<file path="config.mk">
export PLATFORM = sky130hd
export DESIGN_NAME = lab2_g14_tt_scanner_flat
export DESIGN_NICKNAME = d
export VERILOG_FILES = /design/src/rtl/lab2_g14_tt_scanner_if.sv /design/src/rtl/lab2_g14_tt_scanner.sv /design/src/flat_wrapper.sv
export SDC_FILE = /design/constraint.sdc
export NUM_CORES = 1
export LEC_CHECK = 0
export ABC_CLOCK_PERIOD_IN_PS = 5800
export CORE_MARGIN = 5
export CORE_UTILIZATION = 42
export CTS_CLUSTER_SIZE = 12
export DETAILED_ROUTE_END_ITERATION = 10
export GPL_ROUTABILITY_DRIVEN = 0
export HOLD_SLACK_MARGIN = 0.08
export PLACE_DENSITY = 0.74
export RECOVER_POWER = 25
export SYNTH_ARGS = -nofsm -noshare
export SYNTH_HDL_FRONTEND = slang
export SYNTH_SLANG_ARGS = --single-unit
</file>
<file path="constraint.sdc">
create_clock -name clk -period 5.8 [get_ports clk]
set_input_delay 0.58 -clock clk [delete_from_list [all_inputs] [get_ports clk]]
set_output_delay 0.58 -clock clk [all_outputs]
set_load 0.01 [all_outputs]
</file>
<file path="src/rtl/lab2_g14_tt_scanner_if.sv">
// lab2_g14_tt_scanner_if: control, function-block and result signals of the truth-table scanner
interface lab2_g14_tt_scanner_if #(parameter int N_IN = 4);
    logic              start;
    logic              abort;
    logic [2**N_IN-1:0] expected;
    logic              fn_y;
    logic [N_IN-1:0]   fn_in;
    logic              busy;
    logic              done;
    logic [2**N_IN-1:0] table_q;
    logic [2**N_IN-1:0] mism_q;
    logic [N_IN:0]     err_cnt;
    modport master (
        output start, abort, expected, fn_y,
        input  fn_in, busy, done, table_q, mism_q, err_cnt
    );
    modport slave (
        input  start, abort, expected, fn_y,
        output fn_in, busy, done, table_q, mism_q, err_cnt
    );
endinterface

</file>
<file path="src/rtl/lab2_g14_tt_scanner.sv">
// lab2_g14_tt_scanner: steps a combinational block through every input vector and checks its truth table
module lab2_g14_tt_scanner #(
    parameter int N_IN   = 4,
    parameter int SETTLE = 1
) (
    input logic                   clk,
    input logic                   reset,
    lab2_g14_tt_scanner_if.slave  s
);
    localparam int M  = 2**N_IN;
    localparam int CW = SETTLE > 1 ? $clog2(SETTLE) : 1;
    typedef enum logic [1:0] {ST_IDLE, ST_SETTLE, ST_SAMPLE, ST_DONE} state_t;
    state_t          r_state, w_next;
    logic [N_IN-1:0] r_idx, w_idx_n, r_fn_in;
    logic [CW-1:0]   r_cnt;
    logic [M-1:0]    r_tab, r_mism;
    logic [N_IN:0]   r_err;
    logic            r_done, w_last, w_miss, w_busy;

    assign w_last = r_idx == '1;
    assign w_miss = s.fn_y ^ s.expected[r_idx];

    always_ff @(posedge clk or posedge reset) begin
        if (reset) r_state <= ST_IDLE;
        else       r_state <= w_next;
    end

    always_comb begin
        w_next = ST_IDLE;
        case (r_state)
            ST_IDLE:   w_next = (s.start && !s.abort) ? ST_SETTLE : ST_IDLE;
            ST_SETTLE: w_next = s.abort ? ST_IDLE : (r_cnt == '0) ? ST_SAMPLE : ST_SETTLE;
            ST_SAMPLE: w_next = s.abort ? ST_IDLE : w_last ? ST_DONE : ST_SETTLE;
            default:   w_next = ST_IDLE;
        endcase
    end

    always_comb begin
        w_busy  = r_state == ST_SETTLE || r_state == ST_SAMPLE;
        w_idx_n = (r_state == ST_IDLE) ? '0 :
                  (r_state == ST_SAMPLE && w_next == ST_SETTLE) ? r_idx + N_IN'(1) : r_idx;
    end

    // fn_in is registered from the post-edge index so it only moves on the SAMPLE->SETTLE edge
    always_ff @(posedge clk or posedge reset) begin
        if (reset) begin
            r_idx   <= '0;
            r_fn_in <= '0;
            r_cnt   <= '0;
            r_done  <= 1'b0;
            r_tab   <= '0;
            r_mism  <= '0;
            r_err   <= '0;
        end else begin
            r_idx   <= w_idx_n;
            r_fn_in <= (w_next == ST_SETTLE || w_next == ST_SAMPLE) ? w_idx_n : '0;
            r_done  <= w_next == ST_DONE;
            r_cnt   <= (w_next == ST_SETTLE && r_state != ST_SETTLE) ? CW'(SETTLE - 1) :
                       (r_state == ST_SETTLE && r_cnt != '0) ? r_cnt - CW'(1) : r_cnt;
            if (r_state == ST_IDLE && w_next == ST_SETTLE) begin
                r_tab  <= '0;
                r_mism <= '0;
                r_err  <= '0;
            end else if (r_state == ST_SAMPLE && !s.abort) begin
                r_tab[r_idx]  <= s.fn_y;
                r_mism[r_idx] <= w_miss;
                r_err         <= r_err + (N_IN+1)'(w_miss);
            end
        end
    end

    assign s.fn_in   = r_fn_in;
    assign s.busy    = w_busy;
    assign s.done    = r_done;
    assign s.table_q = r_tab;
    assign s.mism_q  = r_mism;
    assign s.err_cnt = r_err;
endmodule

</file>
<file path="src/flat_wrapper.sv">
// flat-port wrapper written by rule: the top's interface ports become plain ports
module lab2_g14_tt_scanner_flat 
#(
    parameter int N_IN   = 4,
    parameter int SETTLE = 1
)
  (clk, reset, s_start, s_abort, s_expected, s_fn_y, s_fn_in, s_busy, s_done, s_table_q, s_mism_q, s_err_cnt);
  lab2_g14_tt_scanner_if #(.N_IN(N_IN)) s_i ();
  input logic clk;
  input logic reset;
  input wire logic [$bits(s_i.start)-1:0] s_start;
  input wire logic [$bits(s_i.abort)-1:0] s_abort;
  input wire logic [$bits(s_i.expected)-1:0] s_expected;
  input wire logic [$bits(s_i.fn_y)-1:0] s_fn_y;
  output wire logic [$bits(s_i.fn_in)-1:0] s_fn_in;
  output wire logic [$bits(s_i.busy)-1:0] s_busy;
  output wire logic [$bits(s_i.done)-1:0] s_done;
  output wire logic [$bits(s_i.table_q)-1:0] s_table_q;
  output wire logic [$bits(s_i.mism_q)-1:0] s_mism_q;
  output wire logic [$bits(s_i.err_cnt)-1:0] s_err_cnt;
  assign s_i.start = s_start;
  assign s_i.abort = s_abort;
  assign s_i.expected = s_expected;
  assign s_i.fn_y = s_fn_y;
  assign s_fn_in = s_i.fn_in;
  assign s_busy = s_i.busy;
  assign s_done = s_i.done;
  assign s_table_q = s_i.table_q;
  assign s_mism_q = s_i.mism_q;
  assign s_err_cnt = s_i.err_cnt;
  lab2_g14_tt_scanner #(.N_IN(N_IN), .SETTLE(SETTLE)) u_core (.clk(clk), .reset(reset), .s(s_i));
endmodule
</file>
==> results of run 1 <==
critical path, stage by stage:
cell	delay [ns]
clkdlybuf4s50_1	0.53
and4b_1	0.54
nand2_1	0.18
a21o_1	0.21
ha_1	0.23
and2_1	0.37
buf_4	0.31
nor4_1	0.31
per-layer routing:
layer / vias to the layer above / global-route usage [%] / share of wire [%]
li1: 1014 / - / -
met1: 1039 / 20.99 / 44
met2: 68 / 26.23 / 49
met3: 6 / 4.233 / 6.7
met4: 0 / 4.258 / 1.1
met5: - / 0 / 0
layout by cell type, fill, tap and decap left out, types with 2 or more instances in the layout:
cell             count
clkbuf_8             5
o31a_1               4
mux4_2               3
dfrtp_1             49
nand2_1             36
nor3b_1             10
nor4bb_1             2
nand3_1             17
buf_4                4
a21oi_1             32
xor2_1               5
mux2i_4              2
mux2i_1              4
clkdlybuf4s50_1     62
nand4_1              2
nor3_1               6
nor2_1              26
nor4_1              11
xnor2_1              3
bufinv_16            2
inv_1                6
ha_1                12
nor3b_2              3
flip-flops by register name (all words and copies together), names as in the netlist:
name and flops:
u_core.s.done 1, u_core.r_cnt 1, u_core.r_idx 4, u_core.s.table_q 16, u_core.s.err_cnt 5, u_core.r_state 2
u_core.s.fn_in 4, u_core.s.mism_q 16
where the power goes:
part	switching, mW	internal [mW]
Clock	0.113	0.171
Sequential	0.00391	0.346
Combinational	0.0406	0.0356
Total	0.158	0.553
kinds of logic (layout without fill, tap and decap cells):
| group | after synthesis | in the layout | synth area share, % |
|---|---|---|---|
| muxes | 10 | 10 | 6.989 |
| adders and majority gates | 12 | 12 | 5.865 |
| and+or+nand+nor | 118 | 118 | 23.66 |
| AOI/OAI and AO/OA | 38 | 38 | 8.260 |
| DFF | 49 | 49 | 47.90 |
| buffers and inverters | 26 | 81 | 4.594 |
| xor gates and xnor gates | 8 | 8 | 2.737 |
worst paths after layout:
path / to / slack, ns / cells after the start
worst max-delay path: u_core.s.mism_q[4]$_DFFE_PP0P_ / 2.71 / 8
min in group asynchronous: u_core.s.err_cnt[3]$_DFFE_PP0P_ / 1.32 / 2
max in group asynchronous: u_core.s.table_q[15]$_DFFE_PP0P_ / 3.42 / 2
worst max register to register: u_core.s.mism_q[4]$_DFFE_PP0P_ / 2.79 / 9
worst min-delay path: u_core.s.table_q[13]$_DFFE_PP0P_ / 0.53 / 2
worst min register to register: u_core.s.table_q[13]$_DFFE_PP0P_ / 0.53 / 2
layout make-up:
type / count / area, um2 / share of cell area, %
Inverter: 6 / 22.52 / 0.6704
Clock buffer: 5 / 68.82 / 2.048
Multi-Input combinational cell: 186 / 1222 / 36.39
Clock inverter: 3 / 65.06 / 1.937
Timing Repair Buffer: 67 / 660.6 / 19.66
Sequential cell: 49 / 1226 / 36.50
Tap cell: 75 / 93.84 / 2.793
through the flow:
step	hold slack (ns)	setup slack (ns)	instances	total power [mW]
after floorplan	0.5372	3.310	261	0.4002
after global placement	0.5156	2.569	383	0.4323
after detailed placement	0.5197	2.442	383	0.4341
after CTS	0.5370	2.732	391	0.7187
after global routing	0.5476	2.498	391	0.7414
final	0.5317	2.712	391	0.7108
==> flow_summary.yaml, run 1 <==
run_status:
  status: "finished with violations"
  violations: "max-capacitance violations, max-slew violations"
global_routing:
  grt_start_max_net_pins: 50
  grt_usage_pct: 15.96
  grt_pass1_wl_um: 9729
  antenna_found_initial: 0
  grt_pass1_vias: 2119
  grt_overflow: 0
sta:
  hold_viol: 0
  tightest_slew_ns: 1.840
  setup_viol: 0
  finalMaxSlewViolations: 50
  rsz0062_at_grt: "false"
  tns_ns: 0
  fmax_mhz: 323.8
  clock_skew_ns: 0.01006
  fin_crit_ns: 3.088
  maxSlewHeadroom_pct: -22.82
  fin_crit_sh_pct: 53.25
final_layout:
  drive_above_1_share_pct: 6.962
  fillerInstances: 513
  n_antenna_cell: 0
  final_area_mm2: 0.003359
  nNetsFinal: 348
  area_delta_synth_final_pct: 31.23
  post-route-util_pct: 56.74
logic_synthesis:
  postSynthRegisterBits: 49
  async_flop_share_pct: 100.0
  yosysSeqAreaShare_pct: 47.90
  synth_common_cells: "dfrtp_1 (49), nand2_1 (36), a21oi_1 (32), nor2_1 (26), nand3_1 (17)"
  yosysWarnings: 0
  yosysMostFrequentCell: "dfrtp_1"
  syn_area_mm2: 0.002560
  synth_edf_count: 0
  synthCells: 261
  syn_area_per_cell_um2: 9.808
  synth.distinct_cells: 30
  synthTopCellsByArea: "dfrtp_1 (48%), a21oi_1 (6.3%), ha_1 (5.9%), nand2_1 (5.3%), nor2_1 (3.8%)"
  synth_top_area_share_pct: 47.90
  syn-num-nets: 294
  yosys.area.top_type: "dfrtp_1"
  synth_flop_cell: "dfrtp_1"
place:
  dpl.hpwl_um: 4157
  place_area_mm2: 0.003226
  portBuffers: 63
die:
  floorplan.rows: 28
  io_pins: 64
  start_util_pct: 43.24
  die_y_um: 88.07
  core_area_mm2: 0.005921
  fp.dieW_um: 88.07
  dieArea_mm2: 0.007756
route:
  via_per_inst: 5.440
  vias: 2127
  wl_per_cell_um: 14.70
  dr.pass1.iters: 4
  wl_um: 5748
  drc: 0
  ant_nets: 0
  initialDrtViolationCount: 129
cts:
  htree_num_levels: 2
  clock-sinks: 49
  cts_tree: "yes"
  hold_buffers: 0
  root_buffer: "clkbuf_8"
  clockBufferDepth: 2
  cts_buffers: 5
  path_clk_slew_ns: 0.09
  insertion_delay_ns: 0.30
  ctsResizeCount: 0
  post_cts_buffers: 0
critical_path:
  startpoint: "s_abort"
  critPathCaptureType: "register"
  start_kind: "input pin"
  crit_arrival_ns: 3.28
  criticalPathCategory: "in2reg"
  crit_required_ns: 5.99
  r2r_start: "u_core.r_state[0]$_DFF_PP0_"
  cp_max_fo: 20
power_and_ir_drop:
  power.density_mw_per_mm2: 211.6
  ir_worst_vdd_mv: 0.1095
  p_leak_nw: 1.370
min_path:
  hp-class: "reg2reg"
  min_from: "u_core.s.table_q[13]$_DFFE_PP0P_"
flow_run:
  maxCapViolations: 1
(Power assumes the default switching activity.)
==> inputs of run 2 (changes only) <==
ABC_CLOCK_PERIOD_IN_PS = 3000   (was 5800)
clock period = 3 ns   (was 5.8 ns; I/O delays follow)
==> run 2 against run 1 <==
  * The flow still finishes with violations (max-capacitance violations, max-slew violations)
  * Die area unchanged
  * Non-clock buffer count is 6 higher
  * Worst hold slack worse by 0.0045 ns
  * Cell area about the same
  * Register-to-register slack worse by 2.3 ns
  * Power is 72% higher
  * Count of clock-buffer cells in the layout increased by 1
  * Flip-flop and latch count stayed put
  * Sequential share of layout area hardly changed
  * Combinational power up 100%
  * Clock power is 39% higher
  * First-iteration DRC count shrank 33%
  * Critical path type is now reg2reg
  * Critical endpoint is now u_core.s.err_cnt[4]$_DFFE_PP0P_
  * Highest routed layer unchanged
==> flow_summary.yaml, run 2 (synthesis gave the netlist of run 1 again) <==
run_status:
  status: "finished with violations"
  violations: "max-capacitance violations, max-slew violations"
route:
  via_per_inst: 5.343
  ant_nets: 0
  dr.pass1.iters: 4
  initialDrtViolationCount: 86
  wl_per_cell_um: 14.71
  drc: 0
  vias: 2121
  wl_um: 5838
critical_path:
  crit_arrival_ns: 2.71
  critPathCaptureType: "register"
  crit_required_ns: 3.19
  criticalPathCategory: "reg2reg"
  reg2reg_slack_ns: 0.48
  cp_max_fo: 8
  r2r_start: "u_core.r_idx[0]$_DFF_PP0_"
  start_kind: "register"
  startpoint: "u_core.r_idx[0]$_DFF_PP0_"
power_and_ir_drop:
  power.density_mw_per_mm2: 364.5
  p_leak_nw: 1.379
  ir_worst_vdd_mv: 0.1945
sta:
  rsz0062_at_grt: "false"
  maxSlewHeadroom_pct: -24.79
  fmax_mhz: 397.2
  hold_viol: 0
  clock_skew_ns: 0.008987
  finalMaxSlewViolations: 50
  tightest_slew_ns: 1.870
  setup_viol: 0
  fin_crit_sh_pct: 83.93
  fin_crit_ns: 2.518
  tns_ns: 0
cts:
  path_clk_slew_ns: 0.09
  root_buffer: "clkbuf_8"
  cts_tree: "yes"
  ctsResizeCount: 0
  clock-sinks: 49
  insertion_delay_ns: 0.31
  clockBufferDepth: 2
  hold_buffers: 0
  post_cts_buffers: 0
  cts_buffers: 5
  htree_num_levels: 2
place:
  dpl.hpwl_um: 4259
  portBuffers: 63
global_routing:
  grt_overflow: 0
  grt_usage_pct: 16.24
  grt_pass1_wl_um: 9825
  grt_start_max_net_pins: 50
  antenna_found_initial: 0
  grt_pass1_vias: 2053
die:
  start_util_pct: 43.24
  floorplan.rows: 28
  core_area_mm2: 0.005921
  io_pins: 64
  die_y_um: 88.07
  fp.dieW_um: 88.07
  dieArea_mm2: 0.007756
final_layout:
  multi_input_area_mm2: 0.001222
  area_delta_synth_final_pct: 31.13
  drive_above_1_share_pct: 8.385
  nNetsFinal: 354
  fillerInstances: 524
  register_area_mm2: 0.001226
  n_antenna_cell: 0
  final_cell_mix: "clkdlybuf4s50_1 (62), dfrtp_1 (49), nand2_1 (36), a21oi_1 (32), nor2_1 (26)"
  post-route-util_pct: 56.70
  final_common_cell: "clkdlybuf4s50_1"
min_path:
  min_from: "u_core.s.table_q[13]$_DFFE_PP0P_"
  hp-class: "reg2reg"
flow_run:
  maxCapViolations: 1
-- run 2: cell count changes in the layout (fill, tap and decap cells not counted), sizes merged --
cell	before	now
clkbuf	5	6
bufinv	2	0
buf	4	10
inv	6	7
-- run 2: power breakdown --
group / switching, mW / total, mW / internal, mW
Sequential: 0.00688 / 0.676 / 0.669
Combinational: 0.0800 / 0.153 / 0.0726
Clock: 0.228 / 0.395 / 0.167
-- run 2: final timing paths --
| check | depth (start not counted) | end |
|---|---|---|
| worst max register to register | 9 | u_core.s.err_cnt[4]$_DFFE_PP0P_ |
| worst min register to register | 2 | u_core.s.table_q[13]$_DFFE_PP0P_ |
| min in group asynchronous | 2 | u_core.s.table_q[2]$_DFFE_PP0P_ |
| max in group asynchronous | 2 | u_core.s.done$_DFF_PP0_ |
| worst min-delay path | 2 | u_core.s.table_q[13]$_DFFE_PP0P_ |
| worst max-delay path | 9 | u_core.s.err_cnt[4]$_DFFE_PP0P_ |
-- run 2: metal layers --
metal / global-route usage [%] / wire, um / up-vias
li1: - / - / 1024
met1: 22.04 / 2537 / 1023
met2: 25.89 / 2800 / 66
met3: 3.951 / 415 / 8
met4: 4.945 / 85 / 0
met5: 0 / 0 / -
-- run 2: area by class of cell --
| cell class | instances | share of cell area, % |
|---|---|---|
| multi-input cells | 186 | 36.41 |
| repair buffers | 73 | 21.02 |
| well taps | 75 | 2.795 |
| flip-flops and latches | 49 | 36.53 |
| clock buffers | 6 | 2.162 |
| inverters | 6 | 0.6709 |
| clock inverters | 2 | 0.4100 |
-- run 2: through the flow --
stage	std cells	worst slack, ns	total power, mW	area, um2	hold WS, ns
after detailed placement	389	0.4607	0.8438	3271	0.5192
after CTS	397	0.4559	1.235	3357	0.5323
final	397	0.4821	1.224	3357	0.5272
after global placement	389	0.4968	0.8396	3271	0.5132
after floorplan	261	0.5342	0.7736	2560	0.4053
after global routing	397	0.2840	1.281	3357	0.5551
-- run 2: critical path, cell delays in order (launching register included) --
cell	delay, ns
dfrtp_1	0.56
mux4_1	0.66
mux2i_4	0.17
mux2i_1	0.12
xor2_1	0.17
ha_1	0.22
ha_1	0.21
nand4_1	0.11
xor2_1	0.14
nor2_1	0.05
==> edit 1, RTL diff (config.mk and constraints of run 2) <==
Make the reset (`reset`) synchronous in 2 clocked blocks.
--- a/src/rtl/lab2_g14_tt_scanner.sv
+++ b/src/rtl/lab2_g14_tt_scanner.sv
@@ -21,5 +21,5 @@
     assign w_miss = s.fn_y ^ s.expected[r_idx];
 
-    always_ff @(posedge clk or posedge reset) begin
+    always_ff @(posedge clk) begin
         if (reset) r_state <= ST_IDLE;
         else       r_state <= w_next;
@@ -43,5 +43,5 @@
 
     // fn_in is registered from the post-edge index so it only moves on the SAMPLE->SETTLE edge
-    always_ff @(posedge clk or posedge reset) begin
+    always_ff @(posedge clk) begin
         if (reset) begin
             r_idx   <= '0;
Function: differs if reset is asserted again (counterexample within 4 cycles, from zero or initial values and one cycle with reset high); with reset held inactive, the same outputs for 10 cycles.
==> edit 1 against run 2 <==
  * Clock skew is 0.54 ps higher
  * Worst setup slack better by 96 ps
  * Final cell count increased by 1.8%
  * Non-clock buffer count did not move
  * Global-route usage is 0.45 points lower
  * Total power decreased by 5.7%
  * Maximum frequency up 4.0%
  * Area after synthesis shrank 4.3%
  * Worst hold slack got worse by 51 ps
  * Sequential cell count unchanged
  * Routed wire length shrank 0.53%
  * Cell area decreased by 5.0%
  * Critical path type unchanged
  * Highest routed layer unchanged
==> edit 1: results (changes against run 2) <==
Worst hold start: u_core.s.table_q[15]$_SDFFE_PP0P_ (was u_core.s.table_q[13]$_DFFE_PP0P_)
Synth Area in XOR/XNOR: 0.0250 (was 0.0274)
Cells after DPL: 396 (was 389)
Largest net degree at the start of global routing: 29 (was 50)
Status: completed (was complete, but fails checks)
Synth Flop Type: dfxtp_1 (was dfrtp_1)
Share of cells above drive strength 1: 0.0934 (was 0.0839)
Slew headroom: 0.633 (was -0.248)
GRT Overall Usage: 0.158 (was 0.162)
Warnings, synthesis: 0 (unchanged)
DR iter-0 viols: 132 (was 86)
Arr. time, crit path: 2610 ps (was 2710 ps)
Input/output buffers: 63 (unchanged)
Synth async-reset ratio: 0 (was 1.00)
Net Sw Frac: 0.250 (was 0.257)
Maximum vdd ir drop: 0.255 mV (was 0.195 mV)
Post-Syn Instances: 277 (was 261)
GR Layer Usage met3: 0.0390 (was 0.0395)
Clock Latency Late Sink: 300 ps
GRT met2 Usage: 0.264 (was 0.259)
Vias in the first global route: 2060 (was 2053)
Slowest stage delay, CP: 600 ps (was 660 ps)
Post-Synth Adder-Cell Area: 0.0613 (was 0.0587)
Root Driver: clkbuf_8 (unchanged)
Slowest cell on crit path: mux4_2 (was mux4_1)
Crit Path Class: reg -> reg (unchanged)
Main area contributors after synthesis: dfxtp_1 40%, o21ai_0 6.5%, ha_1 6.1% (was dfrtp_1 48%, a21oi_1 6.3%, ha_1 5.9%)
Dpl hpwl: 4.13 mm (was 4.26 mm)
Commonest cells in the netlist: 49 x dfxtp_1, 32 x o21ai_0, 25 x nor2_1 (was 49 x dfrtp_1, 36 x nand2_1, 32 x a21oi_1)
Synth cell types: 35 (was 30)
GR Layer Usage met1: 0.205 (was 0.220)
Fin nets: 364 (was 354)
Post-synthesis compound-gate area fraction: 0.165 (was 0.0826)
Sequential cell area fraction in the yosys report: 0.400 (was 0.479)
Post-synthesis mux area share: 0.0715 (was 0.0699)
Vias: 2174 (was 2121)
Lkg Pwr: 1.12 nW (was 1.38 nW)
CTS H-tree depth: 2 (unchanged)
Clk_skew: 9.53 ps (was 8.99 ps)
Initial antenna violation count: 0 (unchanged)
Fill count: 508 (was 524)
ANT cells: 0 (unchanged)
Post-DR vias/cell: 5.38 (was 5.34)
First-pass GRT wire length: 9.70 mm (was 9.83 mm)
Drt pass-1 iters: 4 (unchanged)
Routed wire length: 5.81 mm (was 5.84 mm)
R2R Path Start: u_core.r_idx[0]$_SDFF_PP0_ (was u_core.r_idx[0]$_DFF_PP0_)
Net Count, Synth: 310 (was 294)
## edit 1: changes by cell type after synthesis, moves of 6 or more
cell,run 2,this run
nor3_1,6,21
dfrtp_1,49,0
o21ai_0,0,32
a21oi_1,32,17
nor3b_1,10,1
nor4_1,11,17
a211oi_1,0,13
nand2_1,36,15
dfxtp_1,0,49
nand3_1,17,2
## edit 1: logic make-up after synthesis
| group | after synthesis |
|---|---|
| simple gates | 99 |
| compound gates | 68 |
| flops | 49 |
| buf+inv | 32 |
| fa+ha+maj | 12 |
| mux | 10 |
| xor+xnor | 7 |
## edit 1: path summary, 6_finish.rpt
kind	end	depth (start not counted)	slack, ps
hold reg to reg	u_core.s.table_q[15]$_SDFFE_PP0P_	2	480
setup reg to reg	u_core.s.err_cnt[4]$_SDFFE_PP0N_	9	580
setup / recovery	u_core.s.err_cnt[4]$_SDFFE_PP0N_	9	580
hold / removal	u_core.s.table_q[15]$_SDFFE_PP0P_	2	480
## edit 1: cell type report
type / count / area (um^2) / area share
clock buffers: 5 / 68.8 / 0.0216
clock inverters: 3 / 26.3 / 0.00824
inverters: 6 / 22.5 / 0.00706
multi-input cells: 196 / 1290 / 0.406
flip-flops and latches: 49 / 981 / 0.308
well taps: 72 / 90.1 / 0.0283
repair buffers: 73 / 706 / 0.221
## edit 1: metal layers
metal  share of wire  vias to the layer above
li1                -                     1101
met1            0.45                     1008
met2            0.47                       59
met3           0.061                        6
met4           0.013                        0
met5               0                        -
## edit 1: power groups by stage
stage | logic [mW] | registers [mW] | clock network [mW]
5_1_grt | 0.101 | 0.652 | 0.441
6_report | 0.0942 | 0.652 | 0.408
3_5_place_dp | 0.0938 | 0.667 | 0
4_1_cts | 0.0942 | 0.652 | 0.415
2_1_floorplan | 0.0528 | 0.667 | 0
3_3_place_gp | 0.0925 | 0.667 | 0
## edit 1: worst register-to-register path, stage by stage (launching register included)
cell,delay [ps]
dfxtp_1,570
mux4_2,600
mux2i_4,170
mux2i_1,100
xnor2_1,150
ha_1,220
ha_1,190
nand4_1,110
xor2_1,150
nor2_1,50
## edit 1: through the flow
stage / setup WS [ps] / cell area [um^2]
floorplan: 597 / 2450
global placement: 553 / 3090
detailed placement: 519 / 3090
CTS: 561 / 3190
global route: 406 / 3190
finish: 578 / 3190
==> edit 2, RTL diff (settings of run 2) <==
Without the edit above. `N_IN` is set to 4 in 3 places; all go to 5.
--- a/src/rtl/lab2_g14_tt_scanner_if.sv
+++ b/src/rtl/lab2_g14_tt_scanner_if.sv
@@ -1,4 +1,4 @@
 // lab2_g14_tt_scanner_if: control, function-block and result signals of the truth-table scanner
-interface lab2_g14_tt_scanner_if #(parameter int N_IN = 4);
+interface lab2_g14_tt_scanner_if #(parameter int N_IN = 5);
     logic              start;
     logic              abort;
--- a/src/rtl/lab2_g14_tt_scanner.sv
+++ b/src/rtl/lab2_g14_tt_scanner.sv
@@ -1,5 +1,5 @@
 // lab2_g14_tt_scanner: steps a combinational block through every input vector and checks its truth table
 module lab2_g14_tt_scanner #(
-    parameter int N_IN   = 4,
+    parameter int N_IN   = 5,
     parameter int SETTLE = 1
 ) (
--- a/src/flat_wrapper.sv
+++ b/src/flat_wrapper.sv
@@ -2,5 +2,5 @@
 module lab2_g14_tt_scanner_flat 
 #(
-    parameter int N_IN   = 4,
+    parameter int N_IN   = 5,
     parameter int SETTLE = 1
 )
Ports: changed (5 resized); port bits go from 64 to 114. No check against the original RTL was run, so the function may have changed too.
==> edit 2 against run 2 <==
  * The flow still finishes with violations (capacitance limit, slew limit)
  * Final cell count up 95%
  * Area after synthesis up 91%
  * Cell area up 93%
  * Sequential cell count up 35
  * Routed wire length up 140%
  * Non-clock buffer count up 65
  * Worst setup slack worse by 190 ps
  * Maximum frequency down 7.0%
  * Utilization about the same
  * Total power up 110%
  * Critical endpoint is now u_core.s.err_cnt[5]$_DFFE_PP0P_
  * Largest power group is now clock
==> edit 2: results (changes against run 2) <==
Crit-path leading delay family: simple AND/OR/NAND/NOR gates (was multiplexers)
Worst slack, placed: 124 ps (was 461 ps)
Placed Area: 6160 um^2 (was 3270 um^2)
Post-synthesis compound-gate area fraction: 0.246 (was 0.0826)
Vias in the first global route: 4567 (was 2053)
Post-Synth Adder-Cell Area: 0.0333 (was 0.0587)
Vias: 4440 (was 2121)
GRT Overall Usage: 0.203 (was 0.162)
Multi-input logic area: 2510 um^2 (was 1220 um^2)
ANT cells: 0 (unchanged)
Main area contributors after synthesis: dfrtp_1 43%, a211oi_2 7.4%, o21ai_0 6.8% (was dfrtp_1 48%, a21oi_1 6.3%, ha_1 5.9%)
Lkg Pwr: 2.53 nW (was 1.38 nW)
Pwr/cell area: 402 nW/um^2 (was 364 nW/um^2)
Arr. time, crit path: 2970 ps (was 2710 ps)
Root Driver: clkbuf_16 (was clkbuf_8)
Drt wl/cell: 18.1 um (was 14.7 um)
CTS Buffer Depth: 2 (unchanged)
Status: complete, but fails checks (unchanged)
Critical path peak fanout: 12 (was 8)
Clock power share: 0.462 (was 0.323)
Worst-path clk slew: 60 ps (was 90 ps)
Slowest stage delay, CP: 560 ps (was 660 ps)
Fin. max-slew vios: 35 (was 50)
Synth Area in XOR/XNOR: 0.0125 (was 0.0274)
Tcrit/Tclk final: 0.902 (was 0.839)
Internal: 1.99 mW (was 0.909 mW)
Post-Syn Instances: 529 (was 261)
Slew headroom: -0.0381 (was -0.248)
Slowest cell on crit path: dfrtp_1 (was mux4_1)
Input/output buffers: 113 (was 63)
Post-synthesis mux area share: 0.0425 (was 0.0699)
Synth cell types: 33 (was 30)
Sequential cell area fraction in the yosys report: 0.430 (was 0.479)
Share of cells above drive strength 1: 0.124 (was 0.0839)
Post-route insts no fill: 773 (was 397)
P_seq: 1.15 mW (was 0.676 mW)
Fin nets: 675 (was 354)
Worst hold path class: in -> reg (was reg -> reg)
CTS H-tree depth: 3 (was 2)
First-pass GRT wire length: 23.5 mm (was 9.83 mm)
Commonest cells in the netlist: 84 x dfrtp_1, 66 x o21ai_0, 44 x nor2_1 (was 49 x dfrtp_1, 36 x nand2_1, 32 x a21oi_1)
Largest net degree at the start of global routing: 52 (was 50)
Max-cap violations: 1 (unchanged)
DR iter-0 viols: 310 (was 86)
Net Count, Synth: 579 (was 294)
Maximum vdd ir drop: 0.315 mV (was 0.195 mV)
Hold WS: 529 ps (was 527 ps)
TritonCTS buffer count: 9 (was 5)
Dpl hpwl: 9.28 mm (was 4.26 mm)
Reg2Reg Setup Slack: 290 ps (was 480 ps)
Fill count: 1002 (was 524)
Drt pass-1 iters: 5 (was 4)
Failing checks: capacitance limit, slew limit (unchanged)
Clock Latency Late Sink: 340 ps (was 310 ps)
Synth async-reset ratio: 1.00 (unchanged)
Clk_skew: 6.34 ps (was 8.99 ps)
Cells after DPL: 757 (was 389)
-- edit 2: cell count changes in the layout (fill, tap and decap cells not counted), sizes merged, moves of 32 or more --
cell / run 2 / this run
or3: 0 / 36
clkdlybuf4s50: 62 / 111
o21ai: 0 / 66
and2: 1 / 33
a211oi: 0 / 64
dfrtp: 49 / 84
-- edit 2: layer usage --
layer | wire [um] | share of wire | GRT usage
met1 | 6130 | 0.44 | 0.267
met2 | 6730 | 0.48 | 0.332
met3 | 836 | 0.060 | 0.0404
met4 | 259 | 0.019 | 0.0767
met5 | 0 | 0 | 0
-- edit 2: logic make-up after synthesis --
kind of cell | count (synthesis)
buf+inv | 60
xor+xnor | 7
simple gates | 176
flops | 84
mux | 17
compound gates | 172
fa+ha+maj | 13
-- edit 2: final timing paths --
check,startpoint,endpoint,cells after the start
setup / recovery,u_core.r_idx[4]$_DFF_PP0_,u_core.s.err_cnt[5]$_DFFE_PP0P_,9
hold / removal,s_fn_y,u_core.s.table_q[13]$_DFFE_PP0P_,3
setup reg to reg,u_core.r_idx[4]$_DFF_PP0_,u_core.s.err_cnt[5]$_DFFE_PP0P_,9
hold reg to reg,u_core.s.table_q[26]$_DFFE_PP0P_,u_core.s.table_q[26]$_DFFE_PP0P_,2
max in group asynchronous,reset,u_core.r_idx[1]$_DFF_PP0_,3
min in group asynchronous,reset,u_core.s.mism_q[0]$_DFFE_PP0P_,2
-- edit 2: area by class of cell --
cell class                      count  area share
Clock buffer                       11      0.0375
Tap cell                          143      0.0277
Multi-Input combinational cell    385       0.389
Clock inverter                      5      0.0116
Inverter                            7     0.00426
Timing Repair Buffer              138       0.205
Sequential cell                    84       0.325
-- edit 2: repair_timing --
item | CTS | global route
buffers inserted | 0 | 0
resized for setup | 0 | 1
setup endpoints to repair | 0 | 1
